$ cat src/rtl/axi_frame_read_ctrl.sv
// Streams one IMG_WIDTH x IMG_HEIGHT frame from AXI4 memory as raster-order AXI-Stream, one burst in flight.
// One cycle R-accept to tvalid; a single-entry output register stalls rready under backpressure.
module axi_frame_read_ctrl #(
  parameter int DATA_WIDTH = 32,
  parameter int ADDR_WIDTH = 16,
  parameter int STRB_WIDTH = DATA_WIDTH/8,
  parameter int ID_WIDTH   = 8,
  parameter int IMG_WIDTH  = 64,
  parameter int IMG_HEIGHT = 48,
  parameter int BURST_LEN  = 16,
  parameter int BASE_ADDR  = 0
) (
  input  logic                  clk,
  input  logic                  rst,
  input  logic                  start,
  output logic                  busy,
  output logic                  done,
  output logic                  err,
  output logic [ID_WIDTH-1:0]   m_axi_arid,
  output logic [ADDR_WIDTH-1:0] m_axi_araddr,
  output logic [7:0]            m_axi_arlen,
  output logic [2:0]            m_axi_arsize,
  output logic [1:0]            m_axi_arburst,
  output logic                  m_axi_arvalid,
  input  logic                  m_axi_arready,
  input  logic [ID_WIDTH-1:0]   m_axi_rid,
  input  logic [DATA_WIDTH-1:0] m_axi_rdata,
  input  logic [1:0]            m_axi_rresp,
  input  logic                  m_axi_rlast,
  input  logic                  m_axi_rvalid,
  output logic                  m_axi_rready,
  output logic [DATA_WIDTH-1:0] m_axis_tdata,
  output logic                  m_axis_tvalid,
  input  logic                  m_axis_tready,
  output logic                  m_axis_tlast,
  output logic                  m_axis_tuser
);

  localparam int NUM_BURSTS = IMG_WIDTH * IMG_HEIGHT / BURST_LEN;
  localparam int BEAT_W     = $clog2(BURST_LEN + 1);
  localparam int BURST_W    = $clog2(NUM_BURSTS + 1);
  localparam int PX_W       = $clog2(IMG_WIDTH + 1);
  localparam int LINE_W     = $clog2(IMG_HEIGHT + 1);

  localparam logic [BEAT_W-1:0]     BEAT_LAST   = BEAT_W'(BURST_LEN - 1);
  localparam logic [BURST_W-1:0]    BURST_LAST  = BURST_W'(NUM_BURSTS - 1);
  localparam logic [PX_W-1:0]       PX_LAST     = PX_W'(IMG_WIDTH - 1);
  localparam logic [LINE_W-1:0]     LINE_LAST   = LINE_W'(IMG_HEIGHT - 1);
  localparam logic [ADDR_WIDTH-1:0] BURST_BYTES = ADDR_WIDTH'(BURST_LEN * STRB_WIDTH);
  localparam logic [ADDR_WIDTH-1:0] BASE        = ADDR_WIDTH'(BASE_ADDR);

  typedef enum logic [2:0] {S_IDLE, S_ADDR, S_DATA, S_DRAIN, S_DONE} state_t;

  state_t                  state_q, state_d;
  logic [ADDR_WIDTH-1:0]   araddr_q, araddr_d;
  logic [BEAT_W-1:0]       beat_q, beat_d;
  logic [BURST_W-1:0]      burst_q, burst_d;
  logic [PX_W-1:0]         px_q, px_d;
  logic [LINE_W-1:0]       line_q, line_d;
  logic                    err_q, err_d;
  logic [DATA_WIDTH-1:0]   tdata_q, tdata_d;
  logic                    tvalid_q, tvalid_d;
  logic                    tlast_q, tlast_d;
  logic                    tuser_q, tuser_d;

  logic rready;
  logic beat_acc;
  logic last_beat;
  logic unused_rid;

  assign rready     = (state_q == S_DATA) && (!tvalid_q || m_axis_tready);
  assign beat_acc   = m_axi_rvalid && rready;
  assign last_beat  = (beat_q == BEAT_LAST);
  assign unused_rid = ^m_axi_rid;

  assign m_axi_arid    = '0;
  assign m_axi_araddr  = araddr_q;
  assign m_axi_arlen   = 8'(BURST_LEN - 1);
  assign m_axi_arsize  = 3'($clog2(STRB_WIDTH));
  assign m_axi_arburst = 2'b01;
  assign m_axi_arvalid = (state_q == S_ADDR);
  assign m_axi_rready  = rready;
  assign m_axis_tdata  = tdata_q;
  assign m_axis_tvalid = tvalid_q;
  assign m_axis_tlast  = tlast_q;
  assign m_axis_tuser  = tuser_q;
  assign busy          = (state_q == S_ADDR) || (state_q == S_DATA) || (state_q == S_DRAIN);
  assign done          = (state_q == S_DONE);
  assign err           = err_q;

  always_comb begin
    state_d  = state_q;
    araddr_d = araddr_q;
    beat_d   = beat_q;
    burst_d  = burst_q;
    px_d     = px_q;
    line_d   = line_q;
    err_d    = err_q;
    tdata_d  = tdata_q;
    tvalid_d = tvalid_q;
    tlast_d  = tlast_q;
    tuser_d  = tuser_q;

    if (tvalid_q && m_axis_tready) tvalid_d = 1'b0;

    unique case (state_q)
      S_IDLE: begin
        if (start) begin
          err_d    = 1'b0;
          araddr_d = BASE;
          beat_d   = '0;
          burst_d  = '0;
          px_d     = '0;
          line_d   = '0;
          state_d  = S_ADDR;
        end
      end
      S_ADDR: begin
        if (m_axi_arready) state_d = S_DATA;
      end
      S_DATA: begin
        if (beat_acc) begin
          tdata_d  = m_axi_rdata;
          tvalid_d = 1'b1;
          tlast_d  = (px_q == PX_LAST);
          tuser_d  = (px_q == '0) && (line_q == '0);
          if (px_q == PX_LAST) begin
            px_d   = '0;
            line_d = (line_q == LINE_LAST) ? '0 : line_q + LINE_W'(1);
          end else begin
            px_d = px_q + PX_W'(1);
          end
          if (m_axi_rresp != 2'b00) err_d = 1'b1;
          // A misplaced rlast is only flagged; the beat count alone ends the burst.
          if (m_axi_rlast != last_beat) err_d = 1'b1;
          if (last_beat) begin
            beat_d = '0;
            if (burst_q == BURST_LAST) begin
              state_d = S_DRAIN;
            end else begin
              burst_d  = burst_q + BURST_W'(1);
              araddr_d = araddr_q + BURST_BYTES;
              state_d  = S_ADDR;
            end
          end else begin
            beat_d = beat_q + BEAT_W'(1);
          end
        end
      end
      S_DRAIN: begin
        if (!tvalid_q || m_axis_tready) state_d = S_DONE;
      end
      S_DONE: begin
        state_d = S_IDLE;
      end
      default: state_d = S_IDLE;
    endcase
  end

  always_ff @(posedge clk) begin
    if (!rst) begin
      state_q  <= S_IDLE;
      araddr_q <= '0;
      beat_q   <= '0;
      burst_q  <= '0;
      px_q     <= '0;
      line_q   <= '0;
      err_q    <= 1'b0;
      tdata_q  <= '0;
      tvalid_q <= 1'b0;
      tlast_q  <= 1'b0;
      tuser_q  <= 1'b0;
    end else begin
      state_q  <= state_d;
      araddr_q <= araddr_d;
      beat_q   <= beat_d;
      burst_q  <= burst_d;
      px_q     <= px_d;
      line_q   <= line_d;
      err_q    <= err_d;
      tdata_q  <= tdata_d;
      tvalid_q <= tvalid_d;
      tlast_q  <= tlast_d;
      tuser_q  <= tuser_d;
    end
  end

endmodule

$ cat config.mk
export PLATFORM = sky130hd
export DESIGN_NAME = axi_frame_read_ctrl
export DESIGN_NICKNAME = d
export VERILOG_FILES = /design/src/rtl/axi_frame_read_ctrl.sv
export SDC_FILE = /design/constraint.sdc
export NUM_CORES = 1
export LEC_CHECK = 0
export BUFFER_PORTS_ARGS = -buffer_cell sky130_fd_sc_hd__buf_2
export CORE_MARGIN = 2
export CORE_UTILIZATION = 50
export CTS_CLUSTER_DIAMETER = 80
export DETAILED_ROUTE_END_ITERATION = 10
export GPL_ROUTABILITY_DRIVEN = 0
export GPL_TIMING_DRIVEN = 0
export PLACE_DENSITY = 0.89
export SLEW_MARGIN = 15
export SYNTH_ARGS = -nofsm -noshare
export SYNTH_HDL_FRONTEND = slang
export SYNTH_SLANG_ARGS = --single-unit
$ cat constraint.sdc
create_clock -name clk -period 2.1 [get_ports clk]
set_clock_uncertainty 0.05 [all_clocks]
set_input_delay 0.42 -clock clk [delete_from_list [all_inputs] [get_ports clk]]
set_output_delay 0.42 -clock clk [all_outputs]
set_load 0.005 [all_outputs]
==> reports/results.ini <==
[status]
status=complete, no violations

[run]
timing.max_cap.violations=0

[synth]
synth_top_family_by_area=simple AND/OR/NAND/NOR gates
synthAdderAreaFrac_pct=2.39
syn_area_sq_um=3660
ys.flop_type=dfxtp_1
ys_top_cells_by_count=94 x nand2_1, 75 x dfxtp_1, 56 x a21oi_1, 30 x buf_4, 25 x nand3_1
yosys.area.top_type=dfxtp_1
synth_area_leaders=dfxtp_1 41%, nand2_1 9.6%, a21oi_1 7.7%, buf_4 6.1%, nand3_1 3.4%
synth_top_area_share_pct=41.0
synth.area.mux_share_pct=0.820
synthArstFlopShare_pct=0
synth-simple-area-share_pct=25.4
synth_cells=442
synthDistinctLibCells=64
ys_seq_elements=75
syn_avg_cell_area_sq_um=8.29
synth-compound-area-share_pct=19.2
synth-xor-area-share_pct=1.67
ys_warn_count=0
synth_edf_count=0
yosysMostFrequentCell=nand2_1
synth_seq_area_share_pct=41.0

[die]
fp.dieW_um=89.6
start_util_pct=51.0
io_pins=126
core_sq_um=7180
dieArea_sq_um=8030
die_y_um=89.6
core.rowCount=31

[grt]
grt-ovfl-total=0
grt_pass1_vias=3356
grt_pass1_wl_um=15200
grt_usage_pct=24.4
grt_max_degree=15
antenna_found_initial=0

[timing]
setup_violations=0
worst_slew_pin_slew_ps=629
slew_violations=0
period_share_pct=99.6
final.setup.worst_slack_ps=8.46
grt_setup_unrepaired=yes
slew_headroom_pct=58.1
min_period_ps=2090
timing.fmax_ghz=0.478
hold_viol_final=0

[detailed_routing]
wirelength_um=9880
wl_met3_um=715
wl_per_cell_um=14.6
top_layer_used=met4
wl_met1_um=3860
drc_errors=0
vias=3687
vias_per_cell=5.45
drt_iter0_drc=344
drt-pass1-iter-count=5
met2RoutedLength_um=4960
postRouteAntennaNets=0

[setup_path]
crit_chain=or3b_4 > buf_6 > buf_8 > nor2_2 > buf_2
start_kind=register
critPathSlowestCell=or3b_4
reg2reg_depth=7
startpoint=state_q[2]
crit_path_end=m_axi_rready
ff2ff_setup_slack_ps=50
cp_data_required_time_ps=1630
cpPeakStageDelay_ps=400
cp-end-kind=output pin
worstReg2RegEnd=m_axi_araddr[9]
arrival_ps=1620
worstSetupPathType=register to output pin
rr_startpoint=burst_q[0]
cp_max_fo=10

[clock_tree]
htree_levels=3
postCtsHoldBufs=0
numCtsBuffers=9
clk_latency_ps=360
clk_pin_slew_ps=90
clock_path_buffers=2
cts_tree=built
numClockSinks=75
clockRootBuffer=clkbuf_8

[hold_path]
min_path_type=input pin to register

[final_layout]
finalNetCount=628
stdcell_count=676
diodes=0
area_delta_synth_final_pct=26.3
drive_gt1_share_pct=30.0
fillers=616

[place]
dp_cells=655
pre_cts_slack_ps=-37.5
portBuffers=89
dp_hpwl_um=6800

[power_and_ir_drop]
swShare_pct=32.3
switchingPower_mw=1.24
share_seq_of_total_power_pct=41.2
p_comb_share_pct=25.1
irDropWorstVdd_v=0.000415
p_leak_nw=1.95
cellPowerDensity_nw_per_um2=831
clkPwrFrac_pct=33.8
power.internal_mw=2.60

## critical path, delay by kind of cell, from the launching register on
family | cells | cell delay [ps]
flip-flops | 1 | 380
buffers and inverters | 3 | 390
AND/OR/NAND/NOR | 2 | 500
## power groups by stage
stage          clock network [mW]  logic (mW)  registers [mW]
3_5_place_dp                    0       0.912            1.60
5_1_grt                      1.37        1.06            1.60
2_1_floorplan                   0       0.626            1.59
3_3_place_gp                    0       0.890            1.59
4_1_cts                      1.30       0.930            1.57
6_report                     1.30       0.964            1.58
## kinds of logic after synthesis
logic type      Yosys count
flops                    75
xor+xnor                  7
other cells               2
compound gates          105
simple gates            187
buf+inv                  56
fa+ha+maj                 7
mux                       3
## layout make-up
cell class	count	area, sq um	area share (%)
plain buffers	48	315	6.82
repair buffers	95	494	10.7
flip-flops and latches	75	1510	32.6
multi-input cells	336	1920	41.6
well taps	99	124	2.68
inverters	7	26.3	0.568
clock buffers	10	138	2.98
clock inverters	6	93.8	2.03
## timing repair
| action | 4_1_cts | 5_1_grt |
|---|---|---|
| pin swaps | 1 | 1 |
| setup endpoints to repair | 12 | 5 |
| hold endpoints to repair | 0 | 0 |
| setup buffers | 2 | 4 |
| resized for setup | 2 | 9 |
## how the worst min path moves through the flow
| stage | from | end | slack [ps] | cells past startpoint |
|---|---|---|---|---|
| floorplan | beat_q[4] | beat_q[4] | 380 | 1 |
| global placement | beat_q[4] | beat_q[4] | 390 | 1 |
| detailed placement | m_axis_tdata[11] | m_axis_tdata[11] | 400 | 2 |
| CTS | m_axi_rdata[31] | m_axis_tdata[31] | 230 | 3 |
| global route | m_axi_rdata[15] | m_axis_tdata[15] | 230 | 3 |
| finish | m_axi_rdata[1] | m_axis_tdata[1] | 240 | 3 |
## flip-flops by register name, summed over array words and instances (netlist names)
| name | flops |
|---|---|
| m_axis_tdata | 32 |
| m_axi_araddr | 10 |
| burst_q | 8 |
| px_q | 7 |
| line_q | 6 |
| beat_q | 5 |
| state_q | 3 |
| err | 1 |
| m_axis_tlast | 1 |
| m_axis_tuser | 1 |
| m_axis_tvalid | 1 |
## stage by stage
| stage | power (mW) | setup TNS, ps | area (sq um) | utilization, % | hold WS, ps |
|---|---|---|---|---|---|
| 3_3_place_gp | 2.48 | -84.4 | 4330 | 60.3 | 388 |
| 3_5_place_dp | 2.51 | -218 | 4330 | 60.3 | 397 |
| 4_1_cts | 3.80 | -31.9 | 4580 | 63.8 | 233 |
| 2_1_floorplan | 2.22 | 0 | 3760 | - | 382 |
| 5_1_grt | 4.03 | -26.9 | 4630 | 64.5 | 227 |
| 6_report | 3.84 | 0 | 4630 | 64.5 | 237 |
## layout by cell type, fill, tap and decap left out, types with 7 or more instances in the layout
| master | instances |
|---|---|
| nand2_1 | 94 |
| buf_2 | 92 |
| dfxtp_1 | 72 |
| a21oi_1 | 56 |
| buf_4 | 35 |
| conb_1 | 27 |
| nand3_1 | 25 |
| nor2_1 | 19 |
| clkbuf_1 | 11 |
| clkbuf_8 | 10 |
| o211ai_1 | 8 |
| o21ai_0 | 7 |
| nor3_1 | 7 |
| ha_1 | 7 |
## layer usage
layer | vias up | GRT usage [%]
li1 | 1755 | -
met1 | 1683 | 28.5
met2 | 205 | 41.8
met3 | 44 | 5.03
met4 | 0 | 13.0
met5 | - | 0
(Power assumes the default switching activity.)
